[config.mk]
export PLATFORM = sky130hd
export DESIGN_NAME = div_ctrl_flat
export DESIGN_NICKNAME = d
export VERILOG_FILES = /design/src/rtl/div_if.sv /design/src/rtl/div_ctrl.sv /design/src/flat_wrapper.sv
export SDC_FILE = /design/constraint.sdc
export NUM_CORES = 1
export LEC_CHECK = 0
export CAP_MARGIN = 20
export CORE_MARGIN = 5
export CORE_UTILIZATION = 55
export CTS_CLUSTER_DIAMETER = 30
export CTS_CLUSTER_SIZE = 10
export DETAILED_ROUTE_END_ITERATION = 8
export GPL_ROUTABILITY_DRIVEN = 0
export MAX_ROUTING_LAYER = met4
export PLACE_DENSITY = 0.85
export SLEW_MARGIN = 30
export SYNTH_ARGS = -nofsm -noshare
export SYNTH_HDL_FRONTEND = slang
export SYNTH_SLANG_ARGS = --single-unit
[constraint.sdc]
create_clock -name clk -period 7.8 [get_ports clk]
set_input_delay 1.56 -clock clk [delete_from_list [all_inputs] [get_ports clk]]
set_output_delay 1.56 -clock clk [all_outputs]
set_load 0.01 [all_outputs]
[src/rtl/div_if.sv]
// Request / write-back bundle between the pipeline and the iterative divider.
interface div_if #(
  parameter int XLEN = 32
);
  logic            start_i;
  logic [2:0]      op_i;
  logic [XLEN-1:0] dividend_i;
  logic [XLEN-1:0] divisor_i;
  logic [4:0]      reg_waddr_i;
  logic            abort_i;
  logic [XLEN-1:0] result_o;
  logic            ready_o;
  logic            reg_we_o;
  logic [4:0]      reg_waddr_o;
  logic            busy_o;
  logic            hold_req_o;

  // Pipeline side: issues requests, consumes results.
  modport master (
    output start_i, op_i, dividend_i, divisor_i, reg_waddr_i, abort_i,
    input  result_o, ready_o, reg_we_o, reg_waddr_o, busy_o, hold_req_o
  );

  // Divider side.
  modport slave (
    input  start_i, op_i, dividend_i, divisor_i, reg_waddr_i, abort_i,
    output result_o, ready_o, reg_we_o, reg_waddr_o, busy_o, hold_req_o
  );
endinterface

[src/rtl/div_ctrl.sv]
// Iterative restoring divider for DIV/DIVU/REM/REMU: one quotient bit per
// clock, MSB first. Operands are converted to magnitudes before the loop and
// signs are reapplied when the result is registered.
module div_ctrl #(
  parameter int XLEN = 32
) (
  input  logic    clk,
  input  logic    rst,
  div_if.slave    bus
);

  typedef enum logic [1:0] {
    IDLE_S  = 2'd0,
    START_S = 2'd1,
    CALC_S  = 2'd2,
    END_S   = 2'd3
  } state_e;

  state_e          state_q, state_d;
  logic [2:0]      op_q, op_d;
  logic [XLEN-1:0] a_q, a_d;        // dividend, then quotient shift register
  logic [XLEN-1:0] b_q, b_d;        // divisor (magnitude once in CALC)
  logic [XLEN-1:0] rem_q, rem_d;    // partial remainder
  logic [4:0]      cnt_q, cnt_d;
  logic [4:0]      waddr_q, waddr_d;
  logic            qneg_q, qneg_d;
  logic            rneg_q, rneg_d;
  logic [XLEN-1:0] result_q, result_d;
  logic [4:0]      waddr_out_q, waddr_out_d;
  logic            ready_q, ready_d;
  logic            busy_q, busy_d;

  logic            signed_s;
  logic [XLEN:0]   rem_shift_s;
  logic [XLEN:0]   diff_s;
  logic            qbit_s;
  logic [XLEN-1:0] new_rem_s;
  logic [XLEN-1:0] new_quo_s;
  logic [XLEN-1:0] fin_quo_s;
  logic [XLEN-1:0] fin_rem_s;

  // One restoring step plus sign fix-up of the values it produces.
  always_comb begin
    signed_s    = op_q[2] & ~op_q[0];
    rem_shift_s = {rem_q, a_q[XLEN-1]};
    diff_s      = rem_shift_s - {1'b0, b_q};
    qbit_s      = ~diff_s[XLEN];
    if (qbit_s) begin
      new_rem_s = diff_s[XLEN-1:0];
    end else begin
      new_rem_s = rem_shift_s[XLEN-1:0];
    end
    new_quo_s = {a_q[XLEN-2:0], qbit_s};
    if (qneg_q) begin
      fin_quo_s = ~new_quo_s + 32'd1;
    end else begin
      fin_quo_s = new_quo_s;
    end
    if (rneg_q) begin
      fin_rem_s = ~new_rem_s + 32'd1;
    end else begin
      fin_rem_s = new_rem_s;
    end
  end

  // Next-state and datapath control for the IDLE/START/CALC/END sequence.
  always_comb begin
    state_d     = state_q;
    op_d        = op_q;
    a_d         = a_q;
    b_d         = b_q;
    rem_d       = rem_q;
    cnt_d       = cnt_q;
    waddr_d     = waddr_q;
    qneg_d      = qneg_q;
    rneg_d      = rneg_q;
    result_d    = result_q;
    waddr_out_d = waddr_out_q;
    ready_d     = 1'b0;
    case (state_q)
      IDLE_S: begin
        if (bus.start_i && !bus.abort_i) begin
          op_d    = bus.op_i;
          a_d     = bus.dividend_i;
          b_d     = bus.divisor_i;
          waddr_d = bus.reg_waddr_i;
          state_d = START_S;
        end else begin
          state_d = IDLE_S;
        end
      end
      START_S: begin
        if (bus.abort_i) begin
          state_d = IDLE_S;
        end else if (b_q == 32'd0) begin
          // Divide by zero skips the loop: all-ones quotient, remainder = dividend.
          if (op_q[1]) begin
            result_d = a_q;
          end else begin
            result_d = 32'hFFFF_FFFF;
          end
          waddr_out_d = waddr_q;
          ready_d     = 1'b1;
          state_d     = END_S;
        end else begin
          qneg_d = signed_s & (a_q[XLEN-1] ^ b_q[XLEN-1]);
          rneg_d = signed_s & a_q[XLEN-1];
          if (signed_s && a_q[XLEN-1]) begin
            a_d = ~a_q + 32'd1;
          end else begin
            a_d = a_q;
          end
          if (signed_s && b_q[XLEN-1]) begin
            b_d = ~b_q + 32'd1;
          end else begin
            b_d = b_q;
          end
          rem_d   = 32'd0;
          cnt_d   = 5'd0;
          state_d = CALC_S;
        end
      end
      CALC_S: begin
        if (bus.abort_i) begin
          state_d = IDLE_S;
        end else begin
          a_d   = new_quo_s;
          rem_d = new_rem_s;
          cnt_d = cnt_q + 5'd1;
          if (cnt_q == 5'd31) begin
            if (op_q[1]) begin
              result_d = fin_rem_s;
            end else begin
              result_d = fin_quo_s;
            end
            waddr_out_d = waddr_q;
            ready_d     = 1'b1;
            state_d     = END_S;
          end else begin
            state_d = CALC_S;
          end
        end
      end
      END_S: begin
        // Abort and start are both ignored here; write-back always completes.
        state_d = IDLE_S;
      end
      default: begin
        state_d = IDLE_S;
      end
    endcase
    busy_d = (state_d != IDLE_S);
  end

  // State, datapath and registered outputs; reset clears everything at once.
  always_ff @(posedge clk or negedge rst) begin
    if (!rst) begin
      state_q     <= IDLE_S;
      op_q        <= 3'd0;
      a_q         <= 32'd0;
      b_q         <= 32'd0;
      rem_q       <= 32'd0;
      cnt_q       <= 5'd0;
      waddr_q     <= 5'd0;
      qneg_q      <= 1'b0;
      rneg_q      <= 1'b0;
      result_q    <= 32'd0;
      waddr_out_q <= 5'd0;
      ready_q     <= 1'b0;
      busy_q      <= 1'b0;
    end else begin
      state_q     <= state_d;
      op_q        <= op_d;
      a_q         <= a_d;
      b_q         <= b_d;
      rem_q       <= rem_d;
      cnt_q       <= cnt_d;
      waddr_q     <= waddr_d;
      qneg_q      <= qneg_d;
      rneg_q      <= rneg_d;
      result_q    <= result_d;
      waddr_out_q <= waddr_out_d;
      ready_q     <= ready_d;
      busy_q      <= busy_d;
    end
  end

  assign bus.result_o    = result_q;
  assign bus.ready_o     = ready_q;
  assign bus.reg_we_o    = ready_q;
  assign bus.reg_waddr_o = waddr_out_q;
  assign bus.busy_o      = busy_q;
  assign bus.hold_req_o  = busy_q;

endmodule

[src/flat_wrapper.sv]
// flat-port wrapper written by rule: the top's interface ports become plain ports
module div_ctrl_flat 
#(
  parameter int XLEN = 32
)
  (clk, rst, bus_start_i, bus_op_i, bus_dividend_i, bus_divisor_i, bus_reg_waddr_i, bus_abort_i, bus_result_o, bus_ready_o, bus_reg_we_o, bus_reg_waddr_o, bus_busy_o, bus_hold_req_o);
  div_if #(.XLEN(XLEN)) bus_i ();
  input  logic clk;
  input  logic rst;
  input wire logic [$bits(bus_i.start_i)-1:0] bus_start_i;
  input wire logic [$bits(bus_i.op_i)-1:0] bus_op_i;
  input wire logic [$bits(bus_i.dividend_i)-1:0] bus_dividend_i;
  input wire logic [$bits(bus_i.divisor_i)-1:0] bus_divisor_i;
  input wire logic [$bits(bus_i.reg_waddr_i)-1:0] bus_reg_waddr_i;
  input wire logic [$bits(bus_i.abort_i)-1:0] bus_abort_i;
  output wire logic [$bits(bus_i.result_o)-1:0] bus_result_o;
  output wire logic [$bits(bus_i.ready_o)-1:0] bus_ready_o;
  output wire logic [$bits(bus_i.reg_we_o)-1:0] bus_reg_we_o;
  output wire logic [$bits(bus_i.reg_waddr_o)-1:0] bus_reg_waddr_o;
  output wire logic [$bits(bus_i.busy_o)-1:0] bus_busy_o;
  output wire logic [$bits(bus_i.hold_req_o)-1:0] bus_hold_req_o;
  assign bus_i.start_i = bus_start_i;
  assign bus_i.op_i = bus_op_i;
  assign bus_i.dividend_i = bus_dividend_i;
  assign bus_i.divisor_i = bus_divisor_i;
  assign bus_i.reg_waddr_i = bus_reg_waddr_i;
  assign bus_i.abort_i = bus_abort_i;
  assign bus_result_o = bus_i.result_o;
  assign bus_ready_o = bus_i.ready_o;
  assign bus_reg_we_o = bus_i.reg_we_o;
  assign bus_reg_waddr_o = bus_i.reg_waddr_o;
  assign bus_busy_o = bus_i.busy_o;
  assign bus_hold_req_o = bus_i.hold_req_o;
  div_ctrl #(.XLEN(XLEN)) u_core (.clk(clk), .rst(rst), .bus(bus_i));
endmodule
; ---- After elaboration in Yosys (flattened, before gate mapping)
; Cells that the tools add are included.
[word_totals]
wordCells = 104
in_bits = 76
ff_bits = 152
[op_classes]
n_bitwise = 12
n_reduce_logical = 16
muxes = 45
n_eq_ne = 12
add_sub_neg = 6
[op_table]
columns = cell, n
row1 = 2-to-1 mux 32 bit, 21
row2 = one-hot mux 32 bit (2 select lines), 3
row3 = "adder 32 x 1 -> 32 bit, second input constant", 4
row4 = inverter 32 bit, 4
row5 = one-hot mux 32 bit (3 select lines), 1
row6 = 2-to-1 mux 5 bit, 7
row7 = subtractor 33 x 32 -> 33 bit, 1
row8 = logical NOT 32 bit, 1
row9 = one-hot mux 5 bit (2 select lines), 2
row10 = "inequality test 2 x 1 -> 1 bit, second input constant", 5
row11 = AND reduction 5 bit, 2
row12 = one-hot mux 2 bit (4 select lines), 1
row13 = 2-to-1 mux 1 bit, 7
row14 = "inequality test 2 bit, second input constant", 3
row15 = AND reduction 6 bit, 1
row16 = nonzero test 2 bit, 3
row17 = "adder 5 x 1 -> 5 bit, second input constant", 1
row18 = "== test 5 bit, second input constant", 1
row19 = "== test 2 bit, second input constant", 2
row20 = 2-to-1 mux 2 bit, 2
row21 = inverter 1 bit, 4
row22 = AND reduction 4 bit, 1
row23 = bitwise AND 1 bit, 3
row24 = logical AND 1 bit, 3
row25 = 8 further kinds, 8

; ---- Logic depth before layout (Yosys ltp)
; Gate-level depths: netlist of run 1.
[depth]
word_depth = 9
depth_mapped = 25
mapped_depth_nobuf = 21

; ---- Worst setup path before layout of run 1
; OpenSTA, ideal clock, no wires.
[synth_path]
path_type = reg2reg
start = register u_core.a_q[31]
end = register u_core.result_q[28], in the netlist u_core.bus.result_o[28]
slack_ns = 2.296
period_less_slack_ns = 5.504
path_stages_with_launch = 25
setup_ns = 0.136
t_required_ns = 7.664
t_arrival_ns = 5.368
cell_sequence = dfrtp_1 clkbuf_1 inv_1 ha_1 fa_1 nor2b_1 o31a_1 o21ai_2 a211oi_2 o21ai_1 nand2_1 buf_2 buf_2 buf_2 nand2_1 o21ai_0 ha_1 nand2_1 a221oi_1 nor4b_1 a31oi_1 or3_4 o41ai_4 xnor2_1 o221ai_2
[synth_via]
elab_chain_cells = 9
elab_cells_between_ends = 13
[synth_lines]
columns = element, line
row1 = from (decl), div_ctrl.sv:21  ; logic [XLEN-1:0] a_q, a_d;
row2 = from (signal assigned), div_ctrl.sv:160  ; a_q <= 32'd0;
row3 = from (signal assigned), div_ctrl.sv:174  ; a_q <= a_d;
row4 = subtractor 33 x 32 -> 33 bit, div_ctrl.sv:46  ; diff_s = rem_shift_s - {1'b0, b_q};
row5 = 2-to-1 mux 32 bit / inverter 1 bit (equally long branches), "div_ctrl.sv:48, div_ctrl.sv:47"
row6 = "inverter 32 bit, on equally long branches", "div_ctrl.sv:60, div_ctrl.sv:55"
row7 = "adder 32 x 1 -> 32 bit, on equally long branches", "div_ctrl.sv:60, div_ctrl.sv:55"
row8 = "2-to-1 mux 32 bit, on equally long branches", "div_ctrl.sv:59, div_ctrl.sv:54"
row9 = 2-to-1 mux 32 bit (*), div_ctrl.sv:131  ; if (op_q[1]) begin
row10 = 2-to-1 mux 32 bit (*), div_ctrl.sv:130  ; if (cnt_q == 5'd31) begin
row11 = 2-to-1 mux 32 bit (*), div_ctrl.sv:124  ; if (bus.abort_i) begin
row12 = one-hot mux 32 bit (2 select lines) (*), div_ctrl.sv:80  ; case (state_q)
row13 = to (signal assigned), div_ctrl.sv:181  ; result_q <= result_d;
row14 = to (decl), div_ctrl.sv:28  ; logic [XLEN-1:0] result_q, result_d;
; Every way passes the cells marked *; elsewhere a longest branch is shown, timed or not. The select of a mux whose other input is x is not followed.
; A chain may end at the register's enable or synchronous reset.

; ---- Worst setup path after layout of run 1
; Ends and elaborated chain as after synthesis.

==> impl_results.md, run 1 <==
* Reg clk slew, reported paths at 0.07 ns
* Nets at ~1800
* Power Density at 263 mW/mm2
* Hold Violations, Final at 0
* Flop pwr share at 0.347
* Clock share of power at 0.230
* Met1 WL at 16300 um
* HP Class: reg2reg
* Ys Warns at 0
* Clk Latency, worst-skew pair at 0.44 ns
* CTS buffer count at 17
* GRT Util Overall at 0.295
* Post-Syn Instances at roughly 1700
* Vias in the first global route at 12196
* Layout cell share with drive strength beyond 1 at 0.0624
* Crit path max fanout at 13
* Max-Cap Viols at 0
* Die Ht at 162 um
* Critical Path, Cell by Cell: inv_1, ha_1, fa_1, nor2b_1, o31a_1, o21ai_2, a211oi_2, or3_1, nand2_2, o21ai_0, ha_1, nand2_1, a221oi_1, nor4b_1, a31oi_1, or3_4, o41ai_4, xnor2_1, o221ai_2
* Net Switching at 1.63 mW
* Max H-tree Level at 4
* EDFF count, synth at 0
* Lkg Pwr at 5.70 nW
* Die width at 162 um
* Final wirelength at 38900 um
* Most frequent cell after synthesis: nand2_1
* Die Area at 0.0264 mm2
* Worst Tran Pin Value at roughly 1.1 ns
* Highest cell delay on the worst timing path at 0.56 ns
* Area Overhead vs Synth at 13.4%
* Reg-to-reg slack, setup at 1.60 ns
* Max Slew Vio Count at 0
* ANT cells at 0
* Initial antenna violation count at 0
* DR vias at approximately 13000
* Status: completed
* Finish-stage setup viols at 0
* Rel. slew slack at 0.277
* Sink Count at between 150 and 200
* Pre-CTS setup slack at roughly 1.8 ns
* DRT antenna net count at 0
* Sw Ratio at 0.427
* Slowest CP cell: dfrtp_1
* CP Capture Type: flop
* Root Driver: clkbuf_16
* Setup Fix Bufs, Post-CTS at 0
* Initial Utilization at 0.560
* Top cell type by total area after synthesis: dfrtp_1
* Ys flop type: dfrtp_1
* Port bufs at between 100 and 150
* Syn nets at 1780
* Comb pwr share at 0.423
* Yosys top cell area share at 0.298
* Clk_skew at 0.0105 ns
* Fill cell count at 1980
* Clk buf depth at 2
* Core Rows at 55
* Synthesized area per cell at between 7 and 8 um2
* Hold Buf Count CTS at 0
* Worst Setup Start Kind: flop
* CP dominant cell by count: ha_1
* Met3 routed WL at approximately 4400 um
* Pint at ~2.2 mW
* Pin count of the biggest net entering global routing at 95
* Worst Setup Slack, final at 1.60 ns
* WP data required at ~8 ns
* HPWL after detailed placement at 27400 um
* Congestion Overflow GR at 0
* Max layer used: met4
* Unique masters post-synth at between 80 and 90
* Routed vias/inst at 6.61
* WHS at between 0.4 and 0.5 ns
* Core area at about 0.023 mm2
* Post-DR wirelength/cell at 19.5 um
* RSZ-0062 raised after global routing: false
* DR pass1 iterations at 6
* DRC Markers at 0
* Crit path kind: reg2reg
* First-pass GRT wire length at between 60000 and 70000 um
* CP arrival at 6.50 ns
* Commonest cells post-synth: nand2_1 (216), o21ai_0 (210), dfrtp_1 (152), a21oi_1 (116), clkbuf_1 (108)
* Synthesized area at between 0.01 and 0.015 mm2
* Fmax at 161 MHz
* First-iteration detailed-routing DRC count at around 1600
* CTS tree: yes
* Main area contributors after synthesis: dfrtp_1 (30%), o21ai_0 (8.2%), nand2_1 (6.4%), a21oi_1 (4.5%), ha_1 (4.1%)
* Final period util at 0.794
* Setup TNS at 0 ns
* Sequential area share after synthesis at 0.298
* Met2 routed WL at roughly 17000 um
* Final min period at 6.20 ns
* Ports at around 120
* Worst vdd ir at 0.137 mV
* # resized after CTS at 0
* Synth async-reset ratio at 1.00
* Flops & latches, synth at 152
==> power groups by stage <==
stage	clock network [mW]	registers [mW]	logic, mW
floorplan	0	1.17	1.18
global placement	0	1.31	1.53
detailed placement	0	1.32	1.57
CTS	0.879	1.31	1.59
global route	0.916	1.35	1.78
finish	0.877	1.32	1.61
==> placed cells by master, fill, tap and decap left out, types with 40 or more instances in the layout <==
| cell | instances |
|---|---|
| nand2_1 | 215 |
| o21ai_0 | 210 |
| dfrtp_1 | 152 |
| a21oi_1 | 116 |
| clkdlybuf4s50_1 | 115 |
| nor2_1 | 80 |
| inv_1 | 56 |
| nor3_1 | 50 |
| xnor2_1 | 49 |
| xor2_1 | 48 |
| nand3_1 | 40 |
==> worst paths after layout <==
kind / startpoint / endpoint / cells past startpoint
max: u_core.a_q[31] / u_core.bus.result_o[28] / 19
min: u_core.waddr_q[4] / u_core.bus.reg_waddr_o[4] / 2
max reg2reg: u_core.a_q[31] / u_core.bus.result_o[28] / 19
min reg2reg: u_core.waddr_q[4] / u_core.bus.reg_waddr_o[4] / 2
max in group asynchronous: rst / u_core.a_q[17] / 2
min in group asynchronous: rst / u_core.a_q[3] / 1
==> registers in the layout, summed over array words and instances, names as in the netlist <==
| signal | cells |
|---|---|
| u_core.qneg_q | 1 |
| u_core.rem_q | 32 |
| u_core.bus.ready_o | 1 |
| u_core.b_q | 32 |
| u_core.bus.busy_o | 1 |
| u_core.op_q | 3 |
| u_core.waddr_q | 5 |
| u_core.a_q | 32 |
| u_core.cnt_q | 5 |
| u_core.bus.reg_waddr_o | 5 |
| u_core.rneg_q | 1 |
| u_core.state_q | 2 |
| u_core.bus.result_o | 32 |
==> critical path, delay by kind of cell (launching register included) <==
family                   cells  cell delay (ns)
XOR/XNOR                     1             0.19
AO/OA/AOI/OAI                8             2.20
flip-flops                   1             0.56
buffers and inverters        1             0.21
AND/OR/NAND/NOR              6             1.88
adder cells (fa/ha/maj)      3             1.01
==> kinds of logic after synthesis <==
kind of cell               count (synthesis)  share of synthesized area
muxes                                     40                     0.0334
DFF                                      152                      0.298
buffers and inverters                    195                     0.0617
xor gates and xnor gates                  97                     0.0666
and+or+nand+nor                          549                      0.208
adders and majority gates                 43                     0.0427
AOI/OAI and AO/OA                        585                      0.290
==> layer usage <==
layer | up-vias | track usage
li1 | 6074 | -
met1 | 6180 | 0.410
met2 | 839 | 0.440
met3 | 95 | 0.0552
met4 | 0 | 0.0896
met5 | - | -
==> per-stage QoR <==
stage / total power, mW / util / instances / area, um2
finish: 3.81 / 0.636 / 1995 / 14500
global route: 4.04 / 0.636 / 1995 / 14500
CTS: 3.78 / 0.635 / 1995 / 14500
detailed placement: 2.89 / 0.608 / 1963 / 13900
global placement: 2.84 / 0.608 / 1963 / 13800
floorplan: 2.36 / - / 1661 / 12800
==> final cells by class <==
type                            instances  area, um2  share of cell area
Clock buffer                           17        425              0.0294
Sequential cell                       152       3800               0.263
Multi-Input combinational cell       1314       8210               0.567
Inverter                               56        210              0.0145
Clock inverter                         15        176              0.0122
Timing Repair Buffer                  128       1250              0.0867
Tap cell                              313        392              0.0271
Power figures use the tool's default switching activity.
==> run 2: changes to the inputs <==
clock period = 6.5 ns   (was 7.8 ns; I/O delays follow)
==> impl_results.md, run 2 (synthesized netlist as in run 1, its figures left out) <==
* Status: completed
* Critical Path, Cell by Cell: inv_1, ha_1, fa_1, nor2b_1, o31a_1, o21ai_2, a211oi_2, o21ai_1, buf_4, nand2_2, nand2_1, o21ai_0, ha_1, nand2_1, a221oi_1, nor4b_1, a31oi_1, or3_4, o41ai_4, xnor2_1, o221ai_2
* Most frequent cells in the layout: nand2_1 (215), o21ai_0 (210), dfrtp_1 (152)
* Finish-stage setup viols at 0
* Die Ht at approximately 160 um
* Rel. slew slack at 0.357
* Nets at 1792
* WP buf/inv at 2
* Setup Fix Bufs, Post-CTS at 0
* WP data required at 6.81 ns
* Pin count of the biggest net entering global routing at 68
* Clk buf depth at 2
* Reg-to-reg slack, setup at 0.56 ns
* Worst Setup Start Kind: flop
* Area Overhead vs Synth at 13.3%
* Comb pwr share at 0.428
* Lkg Pwr at 5.69 nW
* Port bufs at ~120
* Max-Cap Viols at 0
* Post-DR wirelength/cell at 19.6 um
* First-iteration detailed-routing DRC count at between 1500 and 2000
* Core area at ~0.023 mm2
* Power Density at 311 mW/mm2
* DR vias at 13229
* Initial Utilization at 0.560
* Commonest non-fill, non-tap cell in the layout: nand2_1
* R2r endpoint: u_core.bus.result_o[28]
* Vias in the first global route at around 12000
* First-pass GRT wire length at between 60000 and 70000 um
* Flop pwr share at 0.355
* Net Switching at 1.94 mW
* Clk_skew at 0.0106 ns
* Highest cell delay on the worst timing path at 0.53 ns
* Worst reg-to-reg path cell count at 21
* RSZ-0062 raised after global routing: false
* Crit path max fanout at 16
* Reg clk slew, reported paths at roughly 0.07 ns
* Fill cell count at 1941
* Sw Ratio at 0.432
* Root Driver: clkbuf_16
* WHS Path Cells at 2
* HP Class: reg2reg
* Layout cell share with drive strength beyond 1 at 0.0647
* Worst Tran Pin Value at 0.961 ns
* Reg-to-reg startpoint: u_core.a_q[31]
* ANT cells at 0
* Slowest CP cell: dfrtp_1
* Die Area at 0.0264 mm2
* HP Start: u_core.waddr_q[3]
* DR pass1 iterations at 6
* Clock share of power at 0.217
* DRT antenna net count at 0
* Clk Latency, worst-skew pair at about 0.44 ns
* CP Capture Type: flop
* Setup TNS at 0 ns
* Crit path kind: reg2reg
* Congestion Overflow GR at 0
* Fmax at between 150 and 200 MHz
* Final wirelength at 39200 um
* Ports at between 100 and 150
* CP arrival at 6.25 ns
* Hold path endpoint: u_core.bus.reg_waddr_o[3]
* Initial antenna violation count at 0
* Pint at 2.56 mW
* HPWL after detailed placement at 27900 um
* Core Rows at 55
* DRC Markers at 0
* CTS buffer count at 17
* Final period util at 0.914
* Crit path max-delay family: compound AO/OA/AOI/OAI gates
* Sink Count at 152
* GRT Util Overall at 0.298
* # resized after CTS at 0
* Final Core Density at 0.635
* Final min period at roughly 5.9 ns
* CTS tree: yes
* Die width at 162 um
* Max Slew Vio Count at 0
* Worst vdd ir at 0.177 mV
* Hold Violations, Final at 0
* Routed vias/inst at about 6.6
* Hold Buf Count CTS at 0
* Max H-tree Level at 4
run 2: cell count changes in the layout (fill, tap and decap cells not counted), moves of 2 or more:
cell,previous run,this run
clkinvlp_4,1,3
bufinv_16,2,0
buf_4,12,15
inv_8,3,1
buf_6,0,2
run 2: metrics by stage:
step	instances	hold WS, ns	setup WS, ns	power, mW	cell area [um2]
after CTS	1998	0.481	0.640	4.45	14400
after detailed placement	1966	0.464	0.755	3.47	13900
after global routing	1999	0.504	0.131	4.77	14500
after floorplan	1661	0.433	0.996	2.83	12800
after global placement	1966	0.444	1.00	3.40	13900
final	1999	0.475	0.561	4.50	14500
run 2: final cells by class:
cell class	instances	area, um2	area share
Clock buffer	19	453	0.0313
Clock inverter	13	109	0.00753
Inverter	56	210	0.0145
Multi-Input combinational cell	1314	8210	0.567
Sequential cell	152	3800	0.263
Tap cell	313	392	0.0271
Timing Repair Buffer	132	1290	0.0890
run 2: power by group through the flow:
stage	sequential [mW]	clock, mW	combinational [mW]
6_report	1.60	0.978	1.93
5_1_grt	1.63	1.03	2.12
4_1_cts	1.58	0.977	1.89
3_5_place_dp	1.59	0	1.88
3_3_place_gp	1.58	0	1.82
2_1_floorplan	1.41	0	1.42
run 2: worst max-delay path by stage:
stage / startpoint / to / cells after the start
2_1_floorplan: u_core.a_q[31] / u_core.bus.result_o[28] / 24
3_3_place_gp: u_core.a_q[31] / u_core.bus.result_o[28] / 21
3_5_place_dp: u_core.a_q[31] / u_core.bus.result_o[28] / 21
4_1_cts: u_core.a_q[31] / u_core.bus.result_o[28] / 21
5_1_grt: u_core.a_q[31] / u_core.bus.result_o[28] / 21
6_report: u_core.a_q[31] / u_core.bus.result_o[28] / 21
run 2: routing by layer:
metal,part of all wire,global-route usage,vias to the layer above
li1,-,-,6091
met1,0.42,0.416,6238
met2,0.44,0.450,813
met3,0.11,0.0534,87
met4,0.024,0.0815,0
met5,0,-,-
run 2: worst min-delay path, stage by stage (launching register included):
cell and delay, ns:
dfrtp_1 0.35, nand2_1 0.05, nand2_1 0.05
==> run 3: changes to the inputs <==
SLEW_MARGIN = unset   (was 30)
==> impl_results.md, run 3 (synthesized netlist as in run 1, its figures left out) <==
* Critical Path, Cell by Cell: inv_1, ha_1, fa_1, nor2b_1, o31a_1, o21ai_2, a211oi_2, o21ai_1, buf_4, nand2_2, nand2_1, o21ai_0, ha_1, nand2_1, a221oi_1, nor4b_1, a31oi_1, or3_4, o41ai_4, xnor2_1, o221ai_2
* Final min period at 6.02 ns
* Rel. slew slack at 0.294
* Comb pwr share at 0.428
* Sw Ratio at 0.432
* Fmax at 166 MHz
* Area Overhead vs Synth at 13.1%
* Max-Cap Viols at 0
* Max Slew Vio Count at 0
* # resized after CTS at 0
* First-pass GRT wire length at around 63000 um
* DRC Markers at 0
* First-iteration detailed-routing DRC count at between 1500 and 2000
* Reg-to-reg startpoint: u_core.a_q[31]
* Lkg Pwr at 5.68 nW
* Vias in the first global route at 12219
* DR vias at 13250
* Initial Utilization at 0.560
* Initial antenna violation count at 0
* Tot Pwr at 4.50 mW
* Die Area at 0.0264 mm2
* Worst Setup Slack, final at between 0.4 and 0.5 ns
* Post-Layout Cell Count at 1998
* Power Density at roughly 310 mW/mm2
* Clock share of power at 0.217
* Pre-CTS setup slack at 0.755 ns
* Root Driver: clkbuf_16
* Final period util at 0.926
* DR pass1 iterations at 6
* Status: completed
* Max H-tree Level at 4
* Flop pwr share at 0.355
* Nets at ~1800
* CP arrival at 6.33 ns
* HPWL after detailed placement at 27900 um
* Worst reg-to-reg path cell count at 21
* Setup Fix Bufs, Post-CTS at 0
* Port bufs at 116
* WP data required at 6.81 ns
* Hold Buf Count CTS at 0
* Highest cell delay on the worst timing path at 0.55 ns
* DRT antenna net count at 0
* Final wirelength at 39100 um
* Clk Latency, worst-skew pair at 0.44 ns
* Worst vdd ir at 0.166 mV
* Pin count of the biggest net entering global routing at 68
* Slowest CP cell: dfrtp_1
* Net Switching at 1.94 mW
* Clk_skew at 0.0102 ns
* RSZ-0062 raised after global routing: false
* Crit path kind: reg2reg
* Core Rows at 55
* HP Class: reg2reg
* WHS Path Cells at 2
* HP Start: u_core.waddr_q[2]
* CTS tree: yes
* Post-DR wirelength/cell at 19.6 um
* Most frequent cells in the layout: nand2_1 (215), o21ai_0 (210), dfrtp_1 (152)
* Ports at between 100 and 150
* Setup TNS at 0 ns
* Routed vias/inst at 6.63
* R2r endpoint: u_core.bus.result_o[28]
* Commonest non-fill, non-tap cell in the layout: nand2_1
* GRT Util Overall at 0.298
* Reg clk slew, reported paths at 0.07 ns
* Pint at between 2 and 3 mW
* Core area at approximately 0.023 mm2
* Die Ht at approximately 160 um
* Die width at 162 um
* ANT cells at 0
* Crit path max fanout at 16
* CTS buffer count at 17
* Worst Setup Start Kind: flop
* Clk buf depth at 2
* CP Capture Type: flop
* Congestion Overflow GR at 0
* Hold Violations, Final at 0
* Reg-to-reg slack, setup at slightly below 0.5 ns
* Hold path endpoint: u_core.bus.reg_waddr_o[2]
* Cells after DPL at approximately 2000
* Worst Tran Pin Value at 1.06 ns
* Sink Count at 152
* Layout cell share with drive strength beyond 1 at 0.0635
* Finish-stage setup viols at 0
-- run 3: cell types whose count changed in the layout (fill, tap and decap cells not counted), sizes merged --
cell / change
buf: -1
-- run 3: metrics by stage --
step / hold slack [ns] / util / cell area [um2]
floorplan: 0.433 / - / 12800
global placement: 0.444 / 0.609 / 13900
detailed placement: 0.464 / 0.609 / 13900
CTS: 0.481 / 0.634 / 14400
global route: 0.504 / 0.634 / 14400
finish: 0.475 / 0.634 / 14400
-- run 3: layout make-up --
cell class / count / area, um2
Tap cell: 313 / 392
Clock inverter: 13 / 109
Clock buffer: 19 / 453
Inverter: 56 / 210
Multi-Input combinational cell: 1314 / 8190
Sequential cell: 152 / 3800
Fill cell: 1947 / 8350
Timing Repair Buffer: 131 / 1270
-- run 3: worst max path at each step --
stage | start | slack [ns] | end | cells past startpoint
after floorplan | u_core.a_q[31] | 1.0 | u_core.bus.result_o[28] | 24
after global placement | u_core.a_q[31] | 1.00 | u_core.bus.result_o[28] | 21
after detailed placement | u_core.a_q[31] | 0.76 | u_core.bus.result_o[28] | 21
after CTS | u_core.a_q[31] | 0.64 | u_core.bus.result_o[28] | 21
after global routing | u_core.a_q[31] | 0.13 | u_core.bus.result_o[28] | 21
final | u_core.a_q[31] | 0.48 | u_core.bus.result_o[28] | 21
-- run 3: power groups by stage --
stage | registers (mW) | logic [mW] | clock network [mW]
2_1_floorplan | 1.41 | 1.42 | 0
3_3_place_gp | 1.58 | 1.82 | 0
3_5_place_dp | 1.59 | 1.88 | 0
4_1_cts | 1.58 | 1.89 | 0.977
5_1_grt | 1.63 | 2.11 | 1.03
6_report | 1.60 | 1.92 | 0.978
-- run 3: metal layers --
metal,part of all wire,global-route usage,vias up,wire length [um]
li1,-,-,6094,-
met1,0.42,0.416,6238,16600
met2,0.45,0.450,826,17400
met3,0.11,0.0534,92,4180
met4,0.024,0.0815,0,934
met5,0,-,-,0
-- run 3: critical path, delay by kind of cell (launching register included) --
family,cells,cell delay (ns)
adders and majority gates,3,1.03
xor gates and xnor gates,1,0.17
DFF,1,0.55
AOI/OAI and AO/OA,9,2.13
and+or+nand+nor,6,1.60
buffers and inverters,2,0.40
